$ cat src/rtl/imem_prog_loader.sv
//==============================================================================
// Module  : imem_prog_loader
// Purpose : Byte-stream program loader. It is the writer side of the
//           instruction memory that the fetch stage reads. It accepts a
//           length-prefixed byte stream (16-bit little-endian word count N,
//           then 4*N data bytes), assembles little-endian 32-bit words and
//           writes them to consecutive word addresses starting at BASE_ADDR.
//           The CPU is held for the whole load and released together with
//           the done pulse.
// Ports   : clk          - system clock, rising edge
//           rst          - asynchronous active-low reset
//           start        - single-cycle load request (honoured in IDLE/DONE/ERR)
//           byte_valid   - byte_data is valid
//           byte_data    - stream byte
//           byte_ready   - loader accepts a byte this cycle
//           imem_we      - instruction-memory write strobe (one cycle per word)
//           imem_addr    - word address of the write
//           imem_wdata   - instruction word
//           cpu_hold     - stall request to the CPU
//           done         - one-cycle pulse, load completed successfully
//           err          - error flag, held until the next start
//           words_loaded - words written in the current load
// Option  : LOADER_CHECKSUM_EN - when defined, one checksum byte (XOR of all
//           data bytes) follows the data and is verified before DONE.
// Revision: 1.0 - initial release
//==============================================================================
`default_nettype none

module imem_prog_loader #(
   parameter int                ADDR_W    = 10,
   parameter logic [ADDR_W-1:0] BASE_ADDR = '0
) (
   input  logic              clk,
   input  logic              rst,
   input  logic              start,
   input  logic              byte_valid,
   input  logic [7:0]        byte_data,
   output logic              byte_ready,
   output logic              imem_we,
   output logic [ADDR_W-1:0] imem_addr,
   output logic [31:0]       imem_wdata,
   output logic              cpu_hold,
   output logic              done,
   output logic              err,
   output logic [15:0]       words_loaded
);

   localparam logic [2:0] S_IDLE   = 3'd0;
   localparam logic [2:0] S_LEN_LO = 3'd1;
   localparam logic [2:0] S_LEN_HI = 3'd2;
   localparam logic [2:0] S_DATA   = 3'd3;
`ifdef LOADER_CHECKSUM_EN
   localparam logic [2:0] S_CSUM   = 3'd4;
`endif
   localparam logic [2:0] S_DONE   = 3'd5;
   localparam logic [2:0] S_ERR    = 3'd6;

   // Memory capacity in words, one bit wider than the length field so that
   // ADDR_W=16 still compares correctly.
   localparam logic [16:0] CAP = 17'd1 << ADDR_W;

   logic [2:0]        state_q, state_d;
   logic [15:0]       len_q;
   logic [23:0]       word_q;        // lower three bytes of the word in flight
   logic [1:0]        bidx_q;
   logic [ADDR_W-1:0] addr_q;        // address of the next word to write
   logic [15:0]       words_q;
   logic              we_q;
   logic [ADDR_W-1:0] waddr_q;
   logic [31:0]       wdata_q;
   logic              done_q;
`ifdef LOADER_CHECKSUM_EN
   logic [7:0]        csum_q;
`endif

   logic        xfer;
   logic        start_ok;
   logic [15:0] len_n;
   logic        word_full;
   logic        last_word;

   assign xfer      = byte_valid && byte_ready;
   assign start_ok  = start && ((state_q == S_IDLE) || (state_q == S_DONE) ||
                                (state_q == S_ERR));
   assign len_n     = {byte_data, len_q[7:0]};
   assign word_full = (state_q == S_DATA) && xfer && (bidx_q == 2'd3);
   // words_q still holds the count before this word's write
   assign last_word = word_full && ((words_q + 16'd1) == len_q);

   // State register
   always_ff @(posedge clk or negedge rst) begin
      if (!rst) begin
         state_q <= S_IDLE;
      end else begin
         state_q <= state_d;
      end
   end

   // Next-state logic
   always_comb begin
      state_d = state_q;
      case (state_q)
         S_IDLE, S_DONE, S_ERR: begin
            if (start) state_d = S_LEN_LO;
         end
         S_LEN_LO: begin
            if (xfer) state_d = S_LEN_HI;
         end
         S_LEN_HI: begin
            if (xfer) begin
               if (len_n == 16'd0)             state_d = S_DONE;
               else if ({1'b0, len_n} > CAP)   state_d = S_ERR;
               else                            state_d = S_DATA;
            end
         end
         S_DATA: begin
`ifdef LOADER_CHECKSUM_EN
            if (last_word) state_d = S_CSUM;
`else
            if (last_word) state_d = S_DONE;
`endif
         end
`ifdef LOADER_CHECKSUM_EN
         S_CSUM: begin
            if (xfer) state_d = (byte_data == csum_q) ? S_DONE : S_ERR;
         end
`endif
         default: state_d = S_IDLE;
      endcase
   end

   // Output logic (state-decoded outputs)
   always_comb begin
      byte_ready = 1'b0;
      cpu_hold   = 1'b0;
      err        = 1'b0;
      case (state_q)
         S_LEN_LO, S_LEN_HI, S_DATA: begin
            byte_ready = 1'b1;
            cpu_hold   = 1'b1;
         end
`ifdef LOADER_CHECKSUM_EN
         S_CSUM: begin
            byte_ready = 1'b1;
            cpu_hold   = 1'b1;
         end
`endif
         S_ERR: begin
            cpu_hold = 1'b1;
            err      = 1'b1;
         end
         default: ;
      endcase
   end

   assign imem_we      = we_q;
   assign imem_addr    = waddr_q;
   assign imem_wdata   = wdata_q;
   assign done         = done_q;
   assign words_loaded = words_q;

   // Datapath: length capture, word assembly and write-port registers.
   // The write is registered on the 4th byte so imem_we appears one cycle
   // later while the next byte can already be accepted.
   always_ff @(posedge clk or negedge rst) begin
      if (!rst) begin
         len_q   <= '0;
         word_q  <= '0;
         bidx_q  <= '0;
         addr_q  <= '0;
         words_q <= '0;
         we_q    <= 1'b0;
         waddr_q <= '0;
         wdata_q <= '0;
         done_q  <= 1'b0;
`ifdef LOADER_CHECKSUM_EN
         csum_q  <= '0;
`endif
      end else begin
         we_q   <= word_full;
         // Pulse only on entry, so DONE can be held without repeating done
         done_q <= (state_d == S_DONE) && (state_q != S_DONE);

         if (start_ok) begin
            len_q   <= '0;
            bidx_q  <= '0;
            addr_q  <= BASE_ADDR;
            words_q <= '0;
`ifdef LOADER_CHECKSUM_EN
            csum_q  <= '0;
`endif
         end else if (xfer) begin
            case (state_q)
               S_LEN_LO: len_q[7:0]  <= byte_data;
               S_LEN_HI: len_q[15:8] <= byte_data;
               S_DATA: begin
                  bidx_q <= bidx_q + 2'd1;
`ifdef LOADER_CHECKSUM_EN
                  csum_q <= csum_q ^ byte_data;
`endif
                  case (bidx_q)
                     2'd0: word_q[7:0]   <= byte_data;
                     2'd1: word_q[15:8]  <= byte_data;
                     2'd2: word_q[23:16] <= byte_data;
                     default: begin
                        wdata_q <= {byte_data, word_q};
                        waddr_q <= addr_q;
                        addr_q  <= addr_q + ADDR_W'(1);
                        words_q <= words_q + 16'd1;
                     end
                  endcase
               end
               default: ;
            endcase
         end
      end
   end

endmodule

`default_nettype wire
$ cat config.mk
export PLATFORM = sky130hd
export DESIGN_NAME = imem_prog_loader
export DESIGN_NICKNAME = d
export VERILOG_FILES = /design/src/rtl/imem_prog_loader.sv
export SDC_FILE = /design/constraint.sdc
export NUM_CORES = 1
export LEC_CHECK = 0
export ABC_AREA = 1
export CORE_ASPECT_RATIO = 0.6
export CORE_MARGIN = 3
export CORE_UTILIZATION = 55
export DETAILED_ROUTE_END_ITERATION = 7
export PLACE_DENSITY = 0.8
export RECOVER_POWER = 25
export SYNTH_ARGS = -nofsm -noshare
export SYNTH_HDL_FRONTEND = slang
export SYNTH_SLANG_ARGS = --single-unit
$ cat constraint.sdc
create_clock -name clk -period 2 [get_ports clk]
set_input_delay 0.3 -clock clk [delete_from_list [all_inputs] [get_ports clk]]
set_output_delay 0.3 -clock clk [all_outputs]
set_load 0.1 [all_outputs]
==> results by group <==
Worst setup path
  • Worst r2r dst: state_q[1]
  • Critical path depth in cells: 4
  • Setup crit start: state_q[0]
  • CP Data Required Time: between 1500 and 2000 ps
  • Crit. End Element: output pin
  • WP buf/inv: 2
  • Critical path peak fanout: 6
  • Critical path's top delay family: flip-flops
  • R2R depth: 14
  • Kind of critical path: reg -> out
  • CP arrival: ~1600 ps
  • R2r startpoint: words_loaded[0]
  • R2R setup slack: between 100 and 150 ps
  • Setup crit end: err
  • Slowest cell delay on critical path: 460 ps
  • Worst-path cell chain: inv_1, nand2_1, nor2_2, buf_12
  • CP max-delay cell: dfrtp_1
  • CP startpoint kind: register

Placed design
  • Hpwl dp: roughly 10000 um
  • Dpl cell area: 6230 um^2
  • Setup slack at placement: a little under 10 ps
  • Port Buffers: between 70 and 80
  • Routability cong.: a little under 0.9

Detailed routing
  • Vias per cell: roughly 5.4
  • Vias: 4,780
  • Wirelength per Cell: roughly 16 um
  • Remaining antenna violation count: 0
  • Drt total wl: 14,100 um
  • Initial drt markers: roughly 470
  • DRT Pass-1 Iters: 5
  • DRC viols: 0

Yosys
  • Sequential fraction of the synthesis area: 0.535
  • Post-synth net total: roughly 670
  • Post-synthesis cell type count: 36
  • Synthesized area: between 5000 and 6000 um^2
  • Yosys reg bits: 115
  • Yosys warns: 0
  • Ys flop type: dfrtp_1
  • Post-Syn Instances: about 650
  • Syn avg cell area: between 8 and 9 um^2
  • Post-synth EDFFs: 0
  • Asr flop ratio synth: 1.00

STA
  • Final Critical Period: around 1900 ps
  • Tcrit/Tclk final: 0.967
  • Clk_skew: 6.81 ps
  • Final setup vio count: 0
  • Fmax: 517 MHz
  • Hold Vio Cnt, Final: 0
  • Slew HR: 0.403
  • PnR worst setup slack: about 67 ps
  • Pins Over Slew Limit: 0
  • Setup TNS: 0 ps
  • Slew of the pin with the lowest slew margin: roughly 900 ps

Worst hold path
  • Hold Crit Class: reg -> reg

Die
  • Std-Cell Core Area: around 9400 um^2
  • Initial Util: 0.575
  • Die extent in x: around 130 um
  • Die area: around 11,000 um^2
  • Number of I/O pins: 75
  • FP Rows: 27
  • Die Y: 82.6 um

Finish
  • Share of layout cells above drive strength 1: 0.219
  • Diodes inserted: 0
  • Commonest non-fill, non-tap cell in the layout: nand2_1
  • NumNets Final: roughly 770
  • Area delta synth->final: 30.0%
  • Final Util: 0.747
  • Commonest cells after routing, fill and taps aside: nand2_1, dfrtp_1, buf_4, o21ai_0, inv_1
  • Design Area, Final: roughly 7000 um^2

Power and ir drop
  • Leak: 3.50 nW
  • Net Sw Power: around 0.0047 W
  • Switching Share: 0.432
  • Share of total power in combinational logic: 0.382
  • Worst vdd ir: between 1500 and 2000 uV
  • Pwr/cell area: between 1500 and 2000 nW/um^2
  • Int Pwr: 0.00615 W
  • Power share of the sequential group: 0.315
  • Clk pwr share: 0.303

Global routing
  • Initial antenna violation count: 0
  • Grt ovf: 0
  • Vias in the first global route: roughly 4,500
  • Largest net degree at the start of global routing: 40
  • Total GRT Usage: 0.262
  • First-pass GRT wire length: 22,300 um

Clock network
  • Clk Latency, worst-skew pair: between 400 and 500 ps
  • CTS root buffer: clkbuf_16
  • CTS Buffer Depth: 2
  • H-tree depth: 4
  • CTS tree: built
  • CTS Sinks: roughly 120
  • Total CTS buffers: 17
  • Clock slew at reported path FFs: approximately 60 ps

Run status
  • Status: completed

Run
  • Max_cap viols: 0
-- Yosys cell counts, types with 6 or more instances --
library cell,instances,area (um^2)
nor2_1,28,105
o22ai_1,8,50.1
nand2_1,229,860
nand4_1,10,62.6
ha_1,7,87.6
inv_1,61,229
o21ai_0,72,360
clkbuf_1,8,30.0
dfrtp_1,115,2880
nand3_1,36,180
buf_2,9,45.0
a21oi_1,10,50.1
nand3b_1,6,45.0
-- worst register-to-register path, delay by kind of cell (launching register included) --
kind / cells / cell delay (ps)
flip-flops: 1 / 430
AND/OR/NAND/NOR: 13 / 1230
buffers and inverters: 1 / 120
-- power groups by stage --
| stage | Combinational, W | Clock (W) | Sequential (W) |
|---|---|---|---|
| 4_1_cts | 0.00404 | 0.00330 | 0.00339 |
| 5_1_grt | 0.00443 | 0.00341 | 0.00348 |
| 3_3_place_gp | 0.00392 | 0 | 0.00339 |
| 3_5_place_dp | 0.00400 | 0 | 0.00341 |
| 6_report | 0.00413 | 0.00328 | 0.00341 |
| 2_1_floorplan | 0.00160 | 0 | 0.00476 |
-- worst min path at each step --
stage,startpoint,endpoint,slack [ps],cells after the start
global placement,rst,words_loaded[5],300,1
floorplan,rst,addr_q[0],4,0
finish,word_q[15],imem_wdata[15],470,2
CTS,rst,words_loaded[5],410,2
detailed placement,rst,words_loaded[5],300,1
global route,word_q[15],imem_wdata[15],470,2
-- state kept, by name, summed over array words and instances (netlist names) --
signal        cells
state_q           3
imem_addr        10
word_q           24
imem_we           1
len_q            16
bidx_q            2
done              1
imem_wdata       32
words_loaded     16
addr_q           10
-- routing by layer --
metal  wire length, um  share of wire  vias up  GRT usage
met5                 0              0        -          0
met2              6290           0.45      163      0.393
met3               907          0.064       20     0.0587
li1                  -              -     2293          -
met4               173          0.012        0     0.0955
met1              6700           0.48     2304      0.377
-- layout make-up --
cell class	count	area (um^2)
Clock inverter	14	201
Inverter	64	240
Multi-Input combinational cell	451	2250
Clock buffer	18	439
Fill cell	650	2370
Tap cell	130	163
Sequential cell	115	2900
Timing Repair Buffer	97	798
-- logic make-up after synthesis --
kind of cell / count (synthesis) / synth area share
compound gates: 101 / 0.101
flops: 115 / 0.535
fa+ha+maj: 7 / 0.0163
buf+inv: 82 / 0.0607
xor+xnor: 6 / 0.0123
simple gates: 337 / 0.275
-- per-stage QoR --
stage / instances / power [W] / hold slack, ps
detailed placement: 849 / 0.00741 / 300
CTS: 882 / 0.0107 / 406
finish: 889 / 0.0108 / 468
global route: 889 / 0.0113 / 474
floorplan: 648 / 0.00636 / 4.41
global placement: 849 / 0.00731 / 299
-- timing repair --
item                                    4_1_cts  5_1_grt
resized for setup                             0       19
setup buffers                                 0        7
hold buffers                                  1        0
endpoints found under the setup margin        0        7
hold endpoints to repair                     36        0
No activity file was read; power rests on OpenSTA's default activity.
